[config.mk]
export PLATFORM = sky130hd
export DESIGN_NAME = alu_simd_pipelined_param
export DESIGN_NICKNAME = d
export VERILOG_FILES = /design/src/rtl/alu_pkg.sv /design/src/rtl/alu_simd_segment.sv /design/src/rtl/alu_simd_pipelined_param.sv
export SDC_FILE = /design/constraint.sdc
export NUM_CORES = 1
export LEC_CHECK = 0
export ABC_AREA = 1
export BUFFER_PORTS_ARGS = -buffer_cell sky130_fd_sc_hd__buf_2
export CAP_MARGIN = 20
export CORE_ASPECT_RATIO = 1.25
export CORE_MARGIN = 5
export CORE_UTILIZATION = 45
export DETAILED_ROUTE_END_ITERATION = 7
export MAX_ROUTING_LAYER = met4
export PLACE_DENSITY_LB_ADDON = 0.2
export REMOVE_ABC_BUFFERS = 1
export SYNTH_ARGS = -nofsm -noshare
export SYNTH_HDL_FRONTEND = slang
export SYNTH_SLANG_ARGS = --single-unit
[constraint.sdc]
create_clock -name clk -period 16.9 [get_ports clk]
set_input_delay 0 -clock clk [delete_from_list [all_inputs] [get_ports clk]]
set_output_delay 0 -clock clk [all_outputs]
set_load 0.05 [all_outputs]
[src/rtl/alu_pkg.sv]
// Shared alumode encodings, operation enum and decode for the PIRDSP SIMD post-adder.
package alu_pkg;

    localparam logic [3:0] ALU_ADD   = 4'b0000;
    localparam logic [3:0] ALU_ZSUB  = 4'b0011;
    localparam logic [3:0] ALU_NZADD = 4'b0001;
    localparam logic [3:0] ALU_NSUM  = 4'b0010;

    typedef enum logic [2:0] {
        OP_SUM,
        OP_XOR,
        OP_AND,
        OP_OR,
        OP_ZERO
    } op_e;

    function automatic op_e alu_decode(input logic [3:0] mode, input logic lor);
        op_e op;
        case (mode[3:2])
            2'b00:   op = OP_SUM;
            2'b01:   op = OP_XOR;
            2'b11:   op = lor ? OP_OR : OP_AND;
            default: op = OP_ZERO;
        endcase
        return op;
    endfunction

endpackage

[src/rtl/alu_simd_segment.sv]
// One SIMD segment: 4-operand sum with 2-bit carry in/out, plus the bitwise ops.
module alu_simd_segment
    import alu_pkg::*;
#(
    parameter int unsigned SEG_W = 9
) (
    input  op_e              op_i,
    input  logic             zinv_i,
    input  logic             rinv_i,
    input  logic [SEG_W-1:0] w_i,
    input  logic [SEG_W-1:0] x_i,
    input  logic [SEG_W-1:0] y_i,
    input  logic [SEG_W-1:0] z_i,
    input  logic [1:0]       c_i,
    output logic [SEG_W-1:0] res_o,
    output logic [1:0]       c_o
);

    logic [SEG_W-1:0] z_eff;
    logic [SEG_W+1:0] sum;

    always_comb begin
        z_eff = zinv_i ? ~z_i : z_i;
        // Four SEG_W operands plus a carry of at most 3 always fit in SEG_W+2 bits.
        sum   = {2'b00, z_eff} + {2'b00, w_i} + {2'b00, x_i} + {2'b00, y_i}
              + {{SEG_W{1'b0}}, c_i};
        c_o   = sum[SEG_W+1:SEG_W];
        case (op_i)
            OP_SUM:  res_o = rinv_i ? ~sum[SEG_W-1:0] : sum[SEG_W-1:0];
            OP_XOR:  res_o = x_i ^ z_i;
            OP_AND:  res_o = x_i & z_i;
            OP_OR:   res_o = x_i | z_i;
            default: res_o = '0;
        endcase
    end

endmodule

[src/rtl/alu_simd_pipelined_param.sv]
// Two-stage SIMD post-adder: input register stage, lane-masked segment chain, registered
// result with accumulate feedback from S.
module alu_simd_pipelined_param
    import alu_pkg::*;
#(
    parameter int unsigned SEG_W   = 9,
    parameter int unsigned NUM_SEG = 6
) (
    input  logic                     clk,
    input  logic                     reset,
    input  logic                     ce,
    input  logic                     in_valid,
    input  logic [3:0]               alumode,
    input  logic                     logic_or,
    input  logic [NUM_SEG-2:0]       boundary,
    input  logic                     acc_sel,
    input  logic                     cin,
    input  logic [SEG_W*NUM_SEG-1:0] W,
    input  logic [SEG_W*NUM_SEG-1:0] X,
    input  logic [SEG_W*NUM_SEG-1:0] Y,
    input  logic [SEG_W*NUM_SEG-1:0] Z,
    output logic [SEG_W*NUM_SEG-1:0] S,
    output logic [NUM_SEG-1:0]       carry_out,
    output logic                     out_valid
);

    localparam int unsigned DW = SEG_W * NUM_SEG;

    logic [DW-1:0]      w_q, x_q, y_q, z_q;
    logic [3:0]         mode_q;
    logic               lor_q, acc_q, cin_q, vld_q;
    logic [NUM_SEG-2:0] bnd_q;

    logic [DW-1:0]      s_q, s_d;
    logic [NUM_SEG-1:0] co_q, co_d;
    logic               ov_q;

    op_e                op;
    logic [DW-1:0]      z_op;

    always_comb begin
        op   = alu_decode(mode_q, lor_q);
        z_op = acc_q ? s_q : z_q;
    end

    // Z-T is formed as ~(~Z+T): mode[0] inverts Z, mode[1] inverts the lane result.
    for (genvar i = 0; i < NUM_SEG; i++) begin : g_seg
        logic [1:0] c_in, c_out;
        logic       top;

        if (i == 0) begin : g_first
            assign c_in = {1'b0, cin_q};
        end else begin : g_chain
            assign c_in = bnd_q[i-1] ? 2'b00 : g_seg[i-1].c_out;
        end

        if (i == NUM_SEG - 1) begin : g_msb
            assign top = 1'b1;
        end else begin : g_mid
            assign top = bnd_q[i];
        end

        alu_simd_segment #(.SEG_W(SEG_W)) u_seg (
            .op_i   (op),
            .zinv_i (mode_q[0]),
            .rinv_i (mode_q[1]),
            .w_i    (w_q[i*SEG_W +: SEG_W]),
            .x_i    (x_q[i*SEG_W +: SEG_W]),
            .y_i    (y_q[i*SEG_W +: SEG_W]),
            .z_i    (z_op[i*SEG_W +: SEG_W]),
            .c_i    (c_in),
            .res_o  (s_d[i*SEG_W +: SEG_W]),
            .c_o    (c_out)
        );

        assign co_d[i] = (mode_q == ALU_ADD) && top && c_out[0];
    end

    always_ff @(posedge clk or posedge reset) begin
        if (reset) begin
            w_q    <= '0;
            x_q    <= '0;
            y_q    <= '0;
            z_q    <= '0;
            mode_q <= '0;
            lor_q  <= 1'b0;
            bnd_q  <= '0;
            acc_q  <= 1'b0;
            cin_q  <= 1'b0;
            vld_q  <= 1'b0;
            s_q    <= '0;
            co_q   <= '0;
            ov_q   <= 1'b0;
        end else if (ce) begin
            w_q    <= W;
            x_q    <= X;
            y_q    <= Y;
            z_q    <= Z;
            mode_q <= alumode;
            lor_q  <= logic_or;
            bnd_q  <= boundary;
            acc_q  <= acc_sel;
            cin_q  <= cin;
            vld_q  <= in_valid;
            ov_q   <= vld_q;
            if (vld_q) begin
                s_q  <= s_d;
                co_q <= co_d;
            end
        end
    end

    assign S         = s_q;
    assign carry_out = co_q;
    assign out_valid = ov_q;

endmodule

==> impl_metrics.json <==
{
  "intPower_uw": 2520,
  "dpl_cell_area_um2": 23900,
  "layout_commonest_cell": "nand2_1",
  "async_flop_share": 1.00,
  "ant_nets": 0,
  "grt_pass1_wl_mm": 106,
  "chipHeight_um": 257,
  "start_util": 0.455,
  "synth_edf_count": 0,
  "slew_viol_final": 0,
  "grt.overflow.total": 0,
  "drc": 0,
  "layout_setup_ws_ns": 3.14,
  "post_drt_wl_per_cell_um": 17.4,
  "clkPwrFrac": 0.154,
  "area_growth_pct": 27.0,
  "drtIter0Drc": 835,
  "clkTransAtPathRegs_ns": 0.06,
  "gp_congestion": 0.886,
  "dieWidth_um": 208,
  "syn_inst": 2585,
  "rsz0062_at_grt": "no",
  "fin_setup_tns_ns": 0,
  "ys_seq_area_frac": 0.330,
  "vdd.ir_drop.worst_mv": 0.0988,
  "max_freq_ghz": 0.0727,
  "period_share": 0.814,
  "drt-pass1-iter-count": 5,
  "io_pins": 293,
  "syn_area_um2": 22000,
  "path_max_fanout": 55,
  "clk_latency_ns": 0.55,
  "pre_cts_slack_ns": 3.06,
  "period_needed_ns": 13.76,
  "crit_path_max_incr_delay_ns": 0.70,
  "hold_viol_final": 0,
  "clock-sinks": 290,
  "avgSynthCellArea_um2": 8.50,
  "mostFrequentLayoutCells": "nand2_1, inv_1, buf_2, dfrtp_1, dlygate4sd3_1",
  "nets": 3673,
  "p_seq_frac": 0.179,
  "hold_path.class": "in -> async",
  "ys_ff_latch": 290,
  "skew_ns": 0.0164,
  "cp.required_ns": 17.34,
  "cts_root_buf": "clkbuf_16",
  "antenna_found_initial": 1,
  "tightest_slew_ns": 1.01,
  "p_sw_uw": 2440,
  "cts-buffers-inserted": 35,
  "via_per_inst": 5.06,
  "stdcell_area_um2": 27900,
  "io_buffers": 292,
  "place_hpwl_mm": 45.2,
  "status": "finished clean",
  "track_usage": 0.252,
  "core-area_um2": 48300,
  "p_leak_uw": 0.0144,
  "grt_pass1_vias": 20100,
  "ys.flop_type": "dfrtp_1",
  "arrival_ns": 14.20,
  "critical_path.startpoint_type": "flop",
  "die_area_um2": 53400,
  "setup_violations": 0,
  "critPathCaptureType": "flop",
  "cts_tree": "built",
  "vias": 19200,
  "slowest_stage": "dfrtp_4",
  "num-fill-cells": 4219,
  "wl_mm": 65.8,
  "grt_max_degree": 108,
  "slew_headroom": 0.329,
  "yosys_warnings": 0,
  "placementRows": 90,
  "cap_violations": 0,
  "final_layout_size_suffix_gt1_frac": 0.166,
  "p_per_area_nw_per_um2": 178,
  "ctsHtreeMaxLevel": 2,
  "pwr-share-comb": 0.667,
  "swShare": 0.491,
  "ys_types": 40,
  "timing.hold.ws_ns": 0.0542,
  "crit_path_frequent_cell": "nand2_1",
  "criticalPathCategory": "reg -> reg",
  "max-clock-path-buffers": 3
}
cell type report:
type                       instances  area [um^2]  area share
antenna                            1         2.50   0.0000897
clock buffer                      47         1010      0.0363
clock inverter                    12          123     0.00439
inverter                         433         1640      0.0586
multi-input combinational       1770        12700       0.453
sequential                       290         7260       0.260
tap                              644          806      0.0289
timing repair buffer             589         4410       0.158
worst paths after layout:
check                                               from                       end  slack (ns)  depth (start not counted)
worst max-delay path                   acc_q$_DFFE_PP0P_         S[53]$_DFFE_PP0P_        3.14                         73
worst min-delay path                               reset       z_q[43]$_DFFE_PP0P_        0.05                          3
worst max register to register         acc_q$_DFFE_PP0P_         S[53]$_DFFE_PP0P_        3.14                         73
worst min register to register  carry_out[2]$_DFFE_PP0P_  carry_out[2]$_DFFE_PP0P_        0.49                          2
max in group asynchronous                          reset       z_q[22]$_DFFE_PP0P_       14.84                          5
min in group clk                                    Y[1]        y_q[1]$_DFFE_PP0P_        0.19                          4
synth_stat cells (all sizes together) (32+ instances only):
| master | instances | area (um^2) |
|---|---|---|
| mux2 | 117 | 1320 |
| fa | 79 | 1580 |
| xor2 | 101 | 885 |
| inv | 432 | 1620 |
| xnor2 | 34 | 298 |
| ha | 243 | 3040 |
| dfrtp | 290 | 7260 |
| clkbuf | 35 | 133 |
| buf | 57 | 320 |
| a21oi | 95 | 475 |
| nand3 | 91 | 455 |
| or2 | 32 | 200 |
| nand2 | 508 | 1910 |
| nor2 | 93 | 364 |
| o21ai | 278 | 1390 |
stage by stage:
step | util | instances | power, uW
2_1_floorplan | - | 2493 | 3360
3_3_place_gp | 0.495 | 3443 | 4120
3_5_place_dp | 0.495 | 3443 | 4150
4_1_cts | 0.578 | 3785 | 5000
5_1_grt | 0.578 | 3786 | 5490
6_report | 0.578 | 3786 | 4960
registers in the layout (all words and copies together) (netlist names), 4 cells and up:
| register | cells |
|---|---|
| S | 54 |
| bnd_q | 5 |
| carry_out | 6 |
| mode_q | 4 |
| w_q | 54 |
| x_q | 54 |
| y_q | 54 |
| z_q | 54 |
critical path, delay by kind of cell, from the launching register on:
kind / cells / cell delay, ns
buffers and inverters: 8 / 1.06
AOI/OAI and AO/OA: 6 / 0.95
and+or+nand+nor: 34 / 3.00
DFF: 1 / 0.70
xor gates and xnor gates: 6 / 1.05
adders and majority gates: 19 / 6.86
routing by layer:
metal | track usage | up-vias | part of all wire
met5 | - | - | 0
met4 | 0.104 | 0 | 0.041
met3 | 0.0357 | 151 | 0.048
met2 | 0.421 | 510 | 0.49
met1 | 0.309 | 9131 | 0.42
li1 | - | 9370 | -
cell families (layout without fill, tap and decap cells):
family | after synthesis | after routing | synth area share
and+or+nand+nor | 760 | 760 | 0.143
buffers and inverters | 525 | 1081 | 0.0946
AOI/OAI and AO/OA | 436 | 436 | 0.108
adders and majority gates | 322 | 322 | 0.210
DFF | 290 | 290 | 0.330
xor gates and xnor gates | 135 | 135 | 0.0538
muxes | 117 | 117 | 0.0600
other | 0 | 1 | 0
what timing repair did:
| item | 4_1_cts | 5_1_grt |
|---|---|---|
| hold endpoints to repair | 335 | 0 |
| gates resized for setup | 0 | 0 |
| hold buffers | 283 | 0 |
| buffers inserted | 0 | 0 |
power by group through the flow:
| stage | clock (uW) | combinational, uW | sequential [uW] |
|---|---|---|---|
| floorplan | 0 | 2280 | 1080 |
| global placement | 0 | 3220 | 897 |
| detailed placement | 0 | 3250 | 898 |
| CTS | 784 | 3330 | 887 |
| finish | 764 | 3310 | 886 |
| global route | 808 | 3780 | 899 |
Power figures use the tool's default switching activity.
